<file path="src/rtl/if_stage.sv">
// Instruction-fetch stage: owns the fetch PC, issues req/gnt/rvalid fetches under a
// credit limit, buffers {pc, instr} in a prefetch FIFO and discards wrong-path returns.
module if_stage #(
  parameter logic [31:0] BOOT_ADDR  = 32'h0000_0000,
  parameter int          FIFO_DEPTH = 2
) (
  input  logic        clk,
  input  logic        rst,
  input  logic        stall_if_i,
  input  logic        jump_decision_i,
  input  logic [31:0] jump_target_i,
  input  logic        branch_decision_i,
  input  logic [31:0] branch_target_i,
  output logic        instr_req_o,
  output logic [31:0] instr_addr_o,
  input  logic        instr_gnt_i,
  input  logic        instr_rvalid_i,
  input  logic [31:0] instr_rdata_i,
  output logic        instr_valid_o,
  output logic [31:0] instr_o,
  output logic [31:0] pc_if_o
);
  localparam int            AW      = $clog2(FIFO_DEPTH);
  localparam int            CW      = AW + 1;
  localparam logic [CW:0]   DEPTH_C = (CW+1)'(FIFO_DEPTH);

  typedef enum logic {RUN, DRAIN} state_t;

  state_t        r_state, w_state_nxt;
  logic [31:0]   r_fetch_pc;
  logic [CW-1:0] r_outstanding, r_drop, r_count;
  logic [CW-1:0] w_outst_nxt, w_drop_nxt;
  logic [AW-1:0] r_wptr, r_rptr, r_qw, r_qr;
  logic [31:0]   r_fifo_pc    [FIFO_DEPTH];
  logic [31:0]   r_fifo_instr [FIFO_DEPTH];
  logic [31:0]   r_pcq        [FIFO_DEPTH];

  logic          w_redirect, w_credit, w_req, w_gnt, w_valid, w_pop, w_push;
  logic [31:0]   w_target;

  assign w_redirect = branch_decision_i | jump_decision_i;
  assign w_target   = branch_decision_i ? {branch_target_i[31:2], 2'b00}
                                        : {jump_target_i[31:2], 2'b00};
  // Buffered plus in-flight entries never exceed the FIFO, so a push always has room.
  assign w_credit   = ({1'b0, r_outstanding} + {1'b0, r_count}) < DEPTH_C;
  assign w_req      = !rst && (r_state == RUN) && !w_redirect && w_credit;
  assign w_gnt      = w_req && instr_gnt_i;
  assign w_valid    = !rst && (r_count != '0) && !w_redirect;
  assign w_pop      = w_valid && !stall_if_i;
  assign w_push     = instr_rvalid_i && !w_redirect && (r_drop == '0);
  assign w_outst_nxt = r_outstanding + CW'(w_gnt) - CW'(instr_rvalid_i);

  assign instr_req_o   = w_req;
  assign instr_addr_o  = rst ? BOOT_ADDR : r_fetch_pc;
  assign instr_valid_o = w_valid;
  assign instr_o       = rst ? 32'h0 : r_fifo_instr[r_rptr];
  assign pc_if_o       = rst ? 32'h0 : r_fifo_pc[r_rptr];

  always_comb begin
    w_state_nxt = r_state;
    w_drop_nxt  = r_drop;
    if (w_redirect) begin
      // Everything still in flight after this cycle belongs to the old path.
      w_drop_nxt  = w_outst_nxt;
      w_state_nxt = (w_outst_nxt != '0) ? DRAIN : RUN;
    end else if (instr_rvalid_i && (r_drop != '0)) begin
      w_drop_nxt = r_drop - CW'(1);
      if (r_drop == CW'(1)) w_state_nxt = RUN;
    end
  end

  always_ff @(posedge clk) begin
    if (rst) begin
      r_state       <= RUN;
      r_fetch_pc    <= BOOT_ADDR;
      r_outstanding <= '0;
      r_drop        <= '0;
      r_qw          <= '0;
      r_qr          <= '0;
    end else begin
      r_state       <= w_state_nxt;
      r_drop        <= w_drop_nxt;
      r_outstanding <= w_outst_nxt;
      if (w_redirect)  r_fetch_pc <= w_target;
      else if (w_gnt)  r_fetch_pc <= r_fetch_pc + 32'd4;
      if (w_gnt) begin
        r_pcq[r_qw] <= r_fetch_pc;
        r_qw        <= r_qw + AW'(1);
      end
      if (instr_rvalid_i) r_qr <= r_qr + AW'(1);
    end
  end

  always_ff @(posedge clk) begin
    if (rst || (!rst && w_redirect)) begin
      r_count <= '0;
      r_wptr  <= '0;
      r_rptr  <= '0;
    end else begin
      if (w_push) begin
        r_fifo_pc[r_wptr]    <= r_pcq[r_qr];
        r_fifo_instr[r_wptr] <= instr_rdata_i;
        r_wptr               <= r_wptr + AW'(1);
      end
      if (w_pop) r_rptr <= r_rptr + AW'(1);
      r_count <= r_count + CW'(w_push) - CW'(w_pop);
    end
  end
endmodule

</file>
<file path="config.mk">
export PLATFORM = sky130hd
export DESIGN_NAME = if_stage
export DESIGN_NICKNAME = d
export VERILOG_FILES = /design/src/rtl/if_stage.sv
export SDC_FILE = /design/constraint.sdc
export NUM_CORES = 1
export LEC_CHECK = 0
export ABC_AREA = 1
export CORE_ASPECT_RATIO = 2
export CORE_MARGIN = 8
export CORE_UTILIZATION = 52
export CTS_BUF_LIST = sky130_fd_sc_hd__clkbuf_16
export CTS_CLUSTER_SIZE = 20
export DETAILED_ROUTE_END_ITERATION = 16
export MAX_ROUTING_LAYER = met4
export PLACE_DENSITY = 0.83
export SLEW_MARGIN = 20
export SYNTH_ARGS = -nofsm -noshare
export SYNTH_HDL_FRONTEND = slang
export SYNTH_SLANG_ARGS = --single-unit
</file>
<file path="constraint.sdc">
create_clock -name clk -period 9.05 [get_ports clk]
set_input_delay 1.81 -clock clk [delete_from_list [all_inputs] [get_ports clk]]
set_output_delay 1.81 -clock clk [all_outputs]
set_load 0.02 [all_outputs]
</file>
==> key figures <==
Run status
  – Status: completed

Power and ir drop
  – P_sw: 517 uW
  – VDD IR max: 120 uV
  – Net Sw Frac: 23.4%
  – PD cells: 174 mW/mm^2
  – Leakage: 0.00453 uW
  – Sequential fraction of design power: 53.7%
  – Overall Power: 2210 uW
  – Power Internal: 1690 uW
  – Clk pwr share: 35.3%
  – Comb pwr share: 11.0%

GRT
  – GR Overflow Total: 0
  – Antenna violations before repair: 0
  – Vias in the first global route: 7,762
  – Largest net degree at the start of global routing: 64
  – First-pass GRT wire length: 38.2 mm
  – Tot GR Track Use: 20.0%

Clock network
  – # resized after CTS: 0
  – Htree depth: 1
  – CTS tree: done
  – Clock root cell: clkbuf_16
  – Clk sink count: 227
  – Hold-fix buffers, CTS: 0
  – TritonCTS Buffers: 19
  – Clock Tree Buf Depth: 3
  – Setup Fix Bufs, Post-CTS: 0
  – Clk pin slew, worst setup/hold paths: 70 ps
  – Latest clock arrival within the worst-skew pair: 480 ps

Critical path
  – Reg2reg setup slack: 6360 ps
  – R2R depth: 9
  – Setup crit start kind: input pin
  – Crit Path Category: input pin to output port
  – Crit path capture type: output port
  – Reg2reg start: r_count[0]
  – Setup crit start: rst
  – Critical Path AT: 4700 ps
  – CP required: 7240 ps
  – Max FO, Critical Path: 63

Drt
  – Met3 WL: 1.62 mm
  – Vias/cell: 5.26
  – Detail Route Antenna Nets: 0
  – Starting DRT DRC Count: 612
  – DRC viols: 0
  – DR pass1 iterations: 5
  – Top routing layer used: met4
  – Final wirelength: 23.6 mm
  – Post-DR wirelength/cell: 16.5 um
  – Met2 Wirelength: 11.5 mm
  – Post-Route M1 WL: 10.1 mm
  – Via count: 7,544

Hold path
  – Worst hold path startpoint: r_wptr
  – Min-Delay Path Class: flop to flop
  – Hold path depth: 2

Logic synthesis
  – Ranking of synthesized cells by area: edfxtp_1 (55%), nor2_1 (10%), dfxtp_1 (8.6%)
  – Yosys warning count: 0
  – Cell taking the most area after synthesis: edfxtp_1
  – Post-synthesis sequential area ratio: 63.7%
  – Library cells used by synthesis: 37
  – Mapped cell area: 0.0100 mm^2
  – Cells after Synth: 992
  – Yosys top cell area share: 55.1%
  – Register bit total from synthesis: 227
  – Avg Cell Area, Syn: 10.1 um^2

STA
  – Hold Vio Cnt, Final: 0
  – Worst Skew: 8.03 ps
  – Fmax: 0.154 GHz
  – Worst rel slew slack: 36.1%
  – Max-slew violation count: 0
  – Worst-Margin Slew: 956 ps
  – Unrepaired setup endpoints after global routing: no
  – Tmin final: 6510 ps
  – Crit share post-route: 72.0%
  – Final setup fails: 0
  – Post-route setup TNS: 0 ps

Die
  – Die H: 212 um
  – FP Rows: 72
  – Initial Utilization: 52.5%
  – Core Region: 0.0191 mm^2
  – I/O Pins: 201
  – Die area: 0.0243 mm^2
  – Die width: 114 um

Layout
  – Register area: 0.00639 mm^2
  – N_diodes: 0
  – NumNets Final: 1,274
  – Commonest non-fill, non-tap cell in the layout: nor2_1
  – Cell area after layout: 0.0127 mm^2
  – P&R area growth vs syn: 26.7%
  – # fillers: 1,510
  – Multi-input logic area: 0.00319 mm^2
  – Fraction of layout cells with a size suffix above 1: 7.83%
  – Most frequent cells in the layout: nor2_1 (275), clkdlybuf4s50_1 (192), edfxtp_1 (184)

Placement
  – Hpwl dp: 16.2 mm
  – Area post-placement: 0.0121 mm^2
  – IO buf count: 192
  – GPL Wtd Cong: 0.862

Run
  – Max cap viols: 0
==> state kept, by name (all words and copies together), names as in the netlist, named ones only <==
register and flops:
r_count 2, r_drop 2, r_fetch_pc 30, r_fifo_instr 64, r_fifo_pc 60, r_outstanding 2
r_pcq 60, r_qr 1, r_qw 1, r_rptr 1, r_state 1, r_wptr 1
==> cell usage after synthesis <==
cell type / n
inv_2: 2
edfxtp_1: 184
o21ai_1: 1
nor2_1: 278
xor2_1: 4
fa_1: 1
nor2_4: 2
o21a_1: 1
dfxtp_1: 43
inv_1: 57
nand3_1: 35
nor4_1: 1
buf_6: 2
nor3_2: 1
buf_4: 8
a31oi_1: 4
nand3b_1: 2
o211ai_1: 2
buf_1: 2
nand2_1: 91
a21oi_1: 60
clkbuf_1: 36
o21ai_0: 111
mux2_2: 30
conb_1: 1
buf_2: 6
nand4_4: 1
o22ai_1: 3
or2_2: 2
nand2_2: 2
ha_1: 7
and2_1: 1
nand4_1: 2
xnor2_1: 2
nor3_1: 1
nor2_8: 1
nor2_2: 5
==> cell type report <==
type,count,area share [%]
multi-input cells,655,25.1
clock inverters,12,0.502
repair buffers,201,15.7
well taps,259,2.55
flip-flops and latches,227,50.3
clock buffers,21,4.14
inverters,59,1.75
==> path summary, 6_finish.rpt <==
kind                    end
max             instr_req_o
min                  r_wptr
max reg2reg  r_fetch_pc[22]
min reg2reg          r_wptr
==> through the flow <==
stage / setup WS (ps) / std cells / hold slack (ps) / util, %
4_1_cts: 2500 / 1434 / 464 / 66.5
5_1_grt: 2320 / 1434 / 489 / 66.5
6_report: 2540 / 1434 / 467 / 66.5
3_5_place_dp: 2490 / 1401 / 453 / 63.4
2_1_floorplan: 1830 / 995 / 441 / -
3_3_place_gp: 2550 / 1401 / 449 / 63.4
==> power groups by stage <==
stage                     Sequential (uW)  Clock [uW]  Combinational (uW)
final                                1190         779                 243
after CTS                            1190         791                 244
after detailed placement             1210           0                 242
after global placement               1210           0                 235
after floorplan                      1200           0                 137
after global routing                 1190         831                 268
==> routing by layer <==
| metal | GRT usage, % | vias up |
|---|---|---|
| met4 | 5.41 | 0 |
| met2 | 34.0 | 286 |
| li1 | - | 3693 |
| met1 | 23.7 | 3536 |
| met3 | 3.93 | 29 |
| met5 | - | - |
==> kinds of logic after synthesis <==
logic type / share of synthesized area [%]
AND/OR/NAND/NOR: 17.3
adder cells (fa/ha/maj): 1.07
other: 0.0374
XOR/XNOR: 0.524
buffers and inverters: 4.75
flip-flops: 63.7
AO/OA/AOI/OAI: 9.25
multiplexers: 3.37
==> critical path, cell delays in order <==
cell             delay, ps
clkdlybuf4s50_1        400
buf_4                  280
inv_2                  430
buf_4                  560
nand2_1                320
nor4_1                 240
clkdlybuf4s50_1        650
No activity file was read; power rests on OpenSTA's default activity.
